`src/rtl/image_ram_writer.sv`:
```
// Burst-to-byte image memory writer: accepts up to WORDS 16-bit words per handshake
// and emits one byte write per clock, high byte first, filling a DEPTH-byte frame.
module image_ram_writer #(
    parameter int DEPTH  = 307200,
    parameter int ADDR_W = 19,
    parameter int WORDS  = 10
) (
    input  logic                  clk,
    input  logic                  rst_n,
    input  logic                  start,
    input  logic                  in_valid,
    output logic                  in_ready,
    input  logic [16*WORDS-1:0]   in_data,
    input  logic [3:0]            in_count,
    output logic                  mem_we,
    output logic [ADDR_W-1:0]     mem_addr,
    output logic [7:0]            mem_wdata,
    output logic                  busy,
    output logic                  frame_done,
    output logic                  err
);

    localparam int BW = $clog2(2*WORDS+1);
    localparam int IW = $clog2(16*WORDS);
    localparam logic [ADDR_W:0] DEPTH_W = (ADDR_W+1)'(DEPTH);
    localparam logic [3:0]      MAXC    = 4'(WORDS);

    typedef enum logic [1:0] {IDLE, ACCEPT, WRITE, DONE} state_t;

    state_t                state_q, state_d;
    logic [ADDR_W:0]       addr_q, addr_d;
    logic [BW-1:0]         nbytes_q, nbytes_d;
    logic [BW-1:0]         bcnt_q, bcnt_d;
    logic [16*WORDS-1:0]   data_q, data_d;
    logic                  in_ready_d, mem_we_d, busy_d, frame_done_d, err_d;
    logic [ADDR_W-1:0]     mem_addr_d;
    logic [7:0]            mem_wdata_d;
    logic [ADDR_W:0]       sum;
    logic [ADDR_W:0]       end_addr;
    logic [BW-1:0]         next_idx;

    // Byte j of a burst: word j/2, high byte for even j.
    function automatic logic [7:0] pick(input logic [16*WORDS-1:0] d, input logic [BW-1:0] j);
        logic [IW-1:0] idx;
        idx = IW'({j[BW-1:1], 4'b0000}) + (j[0] ? IW'(0) : IW'(8));
        return d[idx +: 8];
    endfunction

    always_comb begin
        state_d      = state_q;
        addr_d       = addr_q;
        nbytes_d     = nbytes_q;
        bcnt_d       = bcnt_q;
        data_d       = data_q;
        in_ready_d   = in_ready;
        mem_we_d     = 1'b0;
        mem_addr_d   = mem_addr;
        mem_wdata_d  = mem_wdata;
        frame_done_d = frame_done;
        err_d        = err;
        sum          = addr_q + (ADDR_W+1)'({in_count, 1'b0});
        end_addr     = addr_q + (ADDR_W+1)'(nbytes_q);
        next_idx     = bcnt_q + BW'(1);

        case (state_q)
            IDLE, DONE: begin
                if (start) begin
                    state_d      = ACCEPT;
                    addr_d       = '0;
                    err_d        = 1'b0;
                    frame_done_d = 1'b0;
                    in_ready_d   = 1'b1;
                end
            end
            ACCEPT: begin
                if (!in_ready) begin
                    in_ready_d = 1'b1;
                end else if (in_valid) begin
                    in_ready_d = 1'b0;
                    data_d     = in_data;
                    if (in_count == 4'd0 || in_count > MAXC) begin
                        err_d = 1'b1;
                    end else begin
                        state_d     = WRITE;
                        bcnt_d      = '0;
                        nbytes_d    = BW'({in_count, 1'b0});
                        mem_we_d    = 1'b1;
                        mem_addr_d  = addr_q[ADDR_W-1:0];
                        mem_wdata_d = in_data[15:8];
                        // Clip at the frame end so mem_addr stays below DEPTH.
                        if (sum > DEPTH_W) begin
                            err_d    = 1'b1;
                            nbytes_d = BW'(DEPTH_W - addr_q);
                        end
                    end
                end
            end
            WRITE: begin
                if (next_idx < nbytes_q) begin
                    bcnt_d      = next_idx;
                    mem_we_d    = 1'b1;
                    mem_addr_d  = addr_q[ADDR_W-1:0] + ADDR_W'(next_idx);
                    mem_wdata_d = pick(data_q, next_idx);
                end else begin
                    addr_d = end_addr;
                    if (end_addr == DEPTH_W) begin
                        state_d      = DONE;
                        frame_done_d = 1'b1;
                    end else begin
                        state_d    = ACCEPT;
                        in_ready_d = 1'b1;
                    end
                end
            end
            default: state_d = IDLE;
        endcase

        busy_d = (state_d == ACCEPT) || (state_d == WRITE);
    end

    always_ff @(posedge clk or negedge rst_n) begin
        if (!rst_n) begin
            state_q    <= IDLE;
            addr_q     <= '0;
            nbytes_q   <= '0;
            bcnt_q     <= '0;
            data_q     <= '0;
            in_ready   <= 1'b0;
            mem_we     <= 1'b0;
            mem_addr   <= '0;
            mem_wdata  <= '0;
            busy       <= 1'b0;
            frame_done <= 1'b0;
            err        <= 1'b0;
        end else begin
            state_q    <= state_d;
            addr_q     <= addr_d;
            nbytes_q   <= nbytes_d;
            bcnt_q     <= bcnt_d;
            data_q     <= data_d;
            in_ready   <= in_ready_d;
            mem_we     <= mem_we_d;
            mem_addr   <= mem_addr_d;
            mem_wdata  <= mem_wdata_d;
            busy       <= busy_d;
            frame_done <= frame_done_d;
            err        <= err_d;
        end
    end

endmodule

```
`config.mk`:
```
export PLATFORM = sky130hd
export DESIGN_NAME = image_ram_writer
export DESIGN_NICKNAME = d
export VERILOG_FILES = /design/src/rtl/image_ram_writer.sv
export SDC_FILE = /design/constraint.sdc
export NUM_CORES = 1
export LEC_CHECK = 0
export BUFFER_PORTS_ARGS = -buffer_cell sky130_fd_sc_hd__buf_2
export CELL_PAD_IN_SITES_DETAIL_PLACEMENT = 0
export CELL_PAD_IN_SITES_GLOBAL_PLACEMENT = 1
export CORE_UTILIZATION = 46
export CTS_CLUSTER_DIAMETER = 30
export CTS_CLUSTER_SIZE = 14
export DETAILED_ROUTE_END_ITERATION = 12
export PLACE_DENSITY_LB_ADDON = 0.1
export SYNTH_ARGS = -nofsm -noshare
export SYNTH_HDL_FRONTEND = slang
export SYNTH_SLANG_ARGS = --single-unit
```
`constraint.sdc`:
```
create_clock -name clk -period 10.1 [get_ports clk]
set_input_delay 2.02 -clock clk [delete_from_list [all_inputs] [get_ports clk]]
set_output_delay 2.02 -clock clk [all_outputs]
set_load 0.03 [all_outputs]
```
Word-level counts from Yosys, hierarchy flattened
Index checks and enable logic that the tools add are counted.

storage, ports and cells
  register bits = 224
  input bits = 168
  output and inout bits = 32

cells by class
  add/subtract/negate cells = 6
  $lt $le $gt $ge = 3
  eq/ne operators = 15
  shift-type cells = 1
  multiplexer cells = 47
  bitwise logic cells = 1
  reduce and logical (&&, ||, !) cells = 15

operator list
  operator                                                                           count
  160-bit by 9-bit variable part select with 8-bit output                            1
  19-bit 2-to-1 mux                                                                  4
  20-bit by 5-bit adder with 20-bit output                                           2
  20-bit 2-to-1 mux                                                                  2
  20-bit case mux with 2 select lines                                                1
  19-bit case mux with 2 select lines                                                1
  8-bit 2-to-1 mux                                                                   4
  5-bit 2-to-1 mux                                                                   5
  20-bit by 19-bit equality test with 1-bit output, second input constant            1
  20-bit by 19-bit greater-than comparator with 1-bit output, second input constant  1
  19-bit by 5-bit adder with 19-bit output                                           1
  1-bit 2-to-1 mux                                                                   16
  2-bit inequality test, second input constant                                       8
  8-bit case mux with 2 select lines                                                 1
  2-bit 2-to-1 mux                                                                   6
  5-bit case mux with 2 select lines                                                 1
  5-bit AND reduction                                                                2
  3-bit AND reduction                                                                3
  8-bit by 4-bit adder with 8-bit output                                             1
  4-bit AND reduction                                                                2
  2-bit equality test, second input constant                                         3
  1-bit case mux with 2 select lines                                                 3
  2-bit case mux with 3 select lines                                                 1
  2-bit nonzero test                                                                 3
  13 further kinds                                                                   15

Logic depth before layout (Yosys ltp)
  depth after elaboration = 8
  gate-level depth with buffers = 13

Worst setup path before layout
No wires, ideal clock.

  path kind = input port to flip-flop
  start point = input port in_count[0]
  end point = register nbytes_q[2]
  setup time = 0.066 ns
  arrival = 4.301 ns
  required time = 10.034 ns
  path slack = 5.733 ns
  cell stages on the path = 11
  buffers on the path = 0
  cells stage by stage = ha_1 > inv_1 > fa_1 > nand2b_1 > a21bo_2 > or3_1 > a221oi_2 > nand2_1 > or3_4 > a21oi_2 > o31a_1

between the ends
  cells in the longest elaborated chain, start to end = 4

ends and longest elaborated chain
  item                                                                                              line  RTL
  from (decl)                                                                                       14    input logic [3:0] in_count,
  parallel branches: the longest is 4 deep, another holds 20-bit by 5-bit adder with 20-bit output  --
  to (signal assigned)                                                                              138   nbytes_q <= nbytes_d;
  to (decl)                                                                                         32    logic [BW-1:0] nbytes_q, nbytes_d;

Several ways; the timed one is not identified.
A chain may end at the register's enable or synchronous reset.

Final worst setup path
  start point = register bcnt_q[0]
  end point = register addr_q[19]

between the ends
  cells in the longest elaborated chain, start to end = 4

ends and longest elaborated chain
  item                                    line  RTL
  from (decl)                             33    logic [BW-1:0] bcnt_q, bcnt_d;
  from (signal assigned)                  139   bcnt_q <= bcnt_d;
  5-bit by 1-bit adder with 5-bit output  63    next_idx = bcnt_q + BW'(1);
  5-bit less-than comparator              99    if (next_idx < nbytes_q) begin
  2-bit inequality test (no source line)  --
  3-bit AND reduction (no source line)    --
  to (signal assigned)                    137   addr_q <= addr_d;
  to (decl)                               31    logic [ADDR_W:0] addr_q, addr_d;

No other way between the ends.

==> impl_metrics.env <==
export IMPL_finalClockSkew_ns=0.0355
export IMPL_finalCritPeriodShare_pct=43.8
export IMPL_cp_required_ns=10.51
export IMPL_final_cell_area_um2=14800
export IMPL_slowest_delay_ns=0.67
export IMPL_root_buffer="clkbuf_16"
export IMPL_coreArea_um2=25100
export IMPL_die_area_um2=26200
export IMPL_synthArstFlopShare_pct=100
export IMPL_max_freq_ghz=0.226
export IMPL_ir_drop_uv=142
export IMPL_gp_congestion=0.879
export IMPL_rows=58
export IMPL_cp_num_buf_inv=3
export IMPL_slew_headroom_pct=27.8
export IMPL_syn_num_nets=1494
export IMPL_io_buffers=199
export IMPL_drt_iter0_drc=777
export IMPL_synth_flop_cell="dfrtp_1"
export IMPL_hold_violations=0
export IMPL_cp_max_fo=30
export IMPL_drc=0
export IMPL_hold_ws_ns=0.464
export IMPL_antenna_found_initial=2
export IMPL_setup_viol=0
export IMPL_place_hpwl_mm=22.3
export IMPL_r2r_setup_slack_ns=5.67
export IMPL_io_pin_count=200
export IMPL_synth_top_cell_area_share_pct=47.6
export IMPL_path_class="register to register"
export IMPL_setup_slack_ns=5.67
export IMPL_status="completed"
export IMPL_seq_area_frac_synth_pct=47.6
export IMPL_syn2layout_area_growth_pct=26.1
export IMPL_cts_sinks=224
export IMPL_yosys_warnings=0
export IMPL_power_leakage_nw=7.38
export IMPL_fin_nets=1677
export IMPL_crit_slowest_cell="dfrtp_4"
export IMPL_reg2reg_depth=13
export IMPL_timing_rr_start="bcnt_q[0]"
export IMPL_grt_max_degree=117
export IMPL_insertion_delay_ns=0.56
export IMPL_cp_data_arrival_time_ns=4.84
export IMPL_worstHoldStart="data_q[86]"
export IMPL_synthCells=1301
export IMPL_grt_pass1_wl_mm=52.4
export IMPL_hold_path_class="register to register"
export IMPL_power_density_nw_per_um2=300
export IMPL_synth_edf_count=0
export IMPL_maxSlewViolCount=0
export IMPL_r2r_end="addr_q[19]"
export IMPL_firstDrtPassIters=5
export IMPL_ys_ff_latch=224
export IMPL_post_cts_setup_buffers=0
export IMPL_grt_pass1_vias=9762
export IMPL_synth_distinct_cells=66
export IMPL_crit_family="buffers and inverters"
export IMPL_register_area_um2=5610
export IMPL_place_inst=1760
export IMPL_numCtsBuffers=52
export IMPL_via_per_inst=5.29
export IMPL_num_fill_cells=2313
export IMPL_fin_setup_tns_ns=0
export IMPL_period_minus_slack_ns=4.43
export IMPL_htree_levels=2
export IMPL_worst_pin_slew_ns=1.08
export IMPL_synthTopCellsByArea="dfrtp_1 48%, nand2_1 18%, mux4_2 9.2%"
export IMPL_synth_area_leader_cell="dfrtp_1"
export IMPL_cts_tree="built"
export IMPL_post_drt_wl_per_cell_um=17.6
export IMPL_worstHoldPathCells=2
export IMPL_start_util_pct=46.9
export IMPL_drive_gt1_share_pct=24.4
export IMPL_cts_hold_buf=0
export IMPL_syn_area_per_cell_um2=9.05
export IMPL_rsz0062_at_grt="no"
export IMPL_crit_chain="buf_4 > ha_2 > nand3_1 > xor2_1 > inv_1 > ha_1 > a21o_1 > a311o_1 > o211ai_1 > buf_4 > nor3_1 > a21o_1 > a22o_1"
export IMPL_ctsLongestPathBuffers=3
export IMPL_wirelength_mm=32.7
export IMPL_cts_resized=0
export IMPL_overflow=0
export IMPL_place_area_um2=13000
export IMPL_ant_nets=0
export IMPL_final_cells=1858
export IMPL_die_w_um=162
export IMPL_drv_cap=0
export IMPL_hold_end="data_q[86]"
export IMPL_cts_clk_slew_worst_paths_ns=0.05
export IMPL_pre_cts_slack_ns=5.25
export IMPL_grtUsageTotal_pct=25.5
export IMPL_end_kind="register"
export IMPL_startpoint_type="register"
export IMPL_syn_area_um2=11800
export IMPL_multi_input_area_um2=5790
export IMPL_route_vias_total=9827
export IMPL_fp_dieH_um=162
## cells in the final DEF (no fill, tap or decap), drive strengths merged, types with 3 or more instances in the layout
master     n
nand2    555
dfrtp    224
buf      209
clkbuf    67
o21ai     63
mux4      48
nor2      36
inv       30
a21oi     29
xnor2     23
nand3     23
ha        22
clkinv    18
o31ai     16
nor3      16
xor2      15
a31oi     12
a221oi    10
a21o       8
mux2i      8
a22o       7
and3       7
or3        7
nand4      6
nand2b     5
bufinv     5
nor4       5
o211ai     4
nor3b      4
o21a       3
o2111ai    3
and4       3
o211a      3
o31a       3
fa         3
a21boi     3
## worst register-to-register path, stage by stage, from the launching register on
cell,delay [ns]
dfrtp_4,0.67
buf_4,0.55
ha_2,0.31
nand3_1,0.10
xor2_1,0.62
inv_1,0.23
ha_1,0.37
a21o_1,0.18
a311o_1,0.40
o211ai_1,0.11
buf_4,0.33
nor3_1,0.11
a21o_1,0.16
a22o_1,0.17
## routing by layer
layer | wire length [um] | vias up | part of all wire, % | GRT usage, %
li1 | - | 4779 | - | -
met1 | 14600 | 4695 | 45 | 34.7
met2 | 15600 | 292 | 48 | 41.5
met3 | 1830 | 59 | 5.6 | 4.83
met4 | 707 | 2 | 2.2 | 7.55
met5 | 13 | - | 0.040 | 0
## worst max path at each step
stage,start,to,slack [ns],depth (start not counted)
floorplan,in_count[0],nbytes_q[2],5.73,11
global placement,in_count[0],nbytes_q[2],5.40,12
detailed placement,in_count[0],nbytes_q[2],5.25,12
CTS,bcnt_q[0],addr_q[5],5.65,13
global route,bcnt_q[0],addr_q[5],5.35,13
finish,bcnt_q[0],addr_q[19],5.67,13
## kinds of logic (layout without fill, tap and decap cells)
kind of cell    Yosys count  after routing  synth area share (%)
simple gates            675            675                  23.4
flops                   224            224                  47.6
compound gates          178            178                  9.92
buf+inv                 105            331                  3.51
mux                      56             56                  9.87
xor+xnor                 38             38                  2.83
fa+ha+maj                25             25                  2.85
other cells               0              1                     0
## per-stage QoR
step,utilization (%),power [mW]
after CTS,59.1,4.50
after detailed placement,51.7,2.75
after global placement,51.7,2.72
after floorplan,-,2.33
final,59.1,4.46
after global routing,59.1,4.73
## synthesized netlist by cell type (all sizes together) (8+ instances only)
master and count:
a21o 8, a21oi 29, a221oi 10, a31oi 12, buf 16, clkbuf 64
dfrtp 224, ha 22, inv 24, mux2i 8, mux4 48, nand2 555
nand3 23, nor2 36, nor3 16, o21ai 63, o31ai 16, xnor2 23
xor2 15
## power breakdown
part | internal [mW] | switching [mW]
combinational | 0.506 | 0.776
clock | 1.17 | 0.550
sequential | 1.24 | 0.209
## state kept, by name (all words and copies together) (netlist names), 2 cells and up
register / count
data_q: 160
addr_q: 20
mem_addr: 19
mem_wdata: 8
bcnt_q: 5
nbytes_q: 5
state_q: 2
## area by class of cell
| class | instances | area share (%) |
|---|---|---|
| multi-input cells | 972 | 39.0 |
| flip-flops and latches | 224 | 37.8 |
| clock buffers | 67 | 10.0 |
| repair buffers | 209 | 7.29 |
| well taps | 330 | 2.78 |
| clock inverters | 30 | 2.43 |
| inverters | 25 | 0.632 |
| diodes | 1 | 0.0169 |
(Power assumes the default switching activity.)
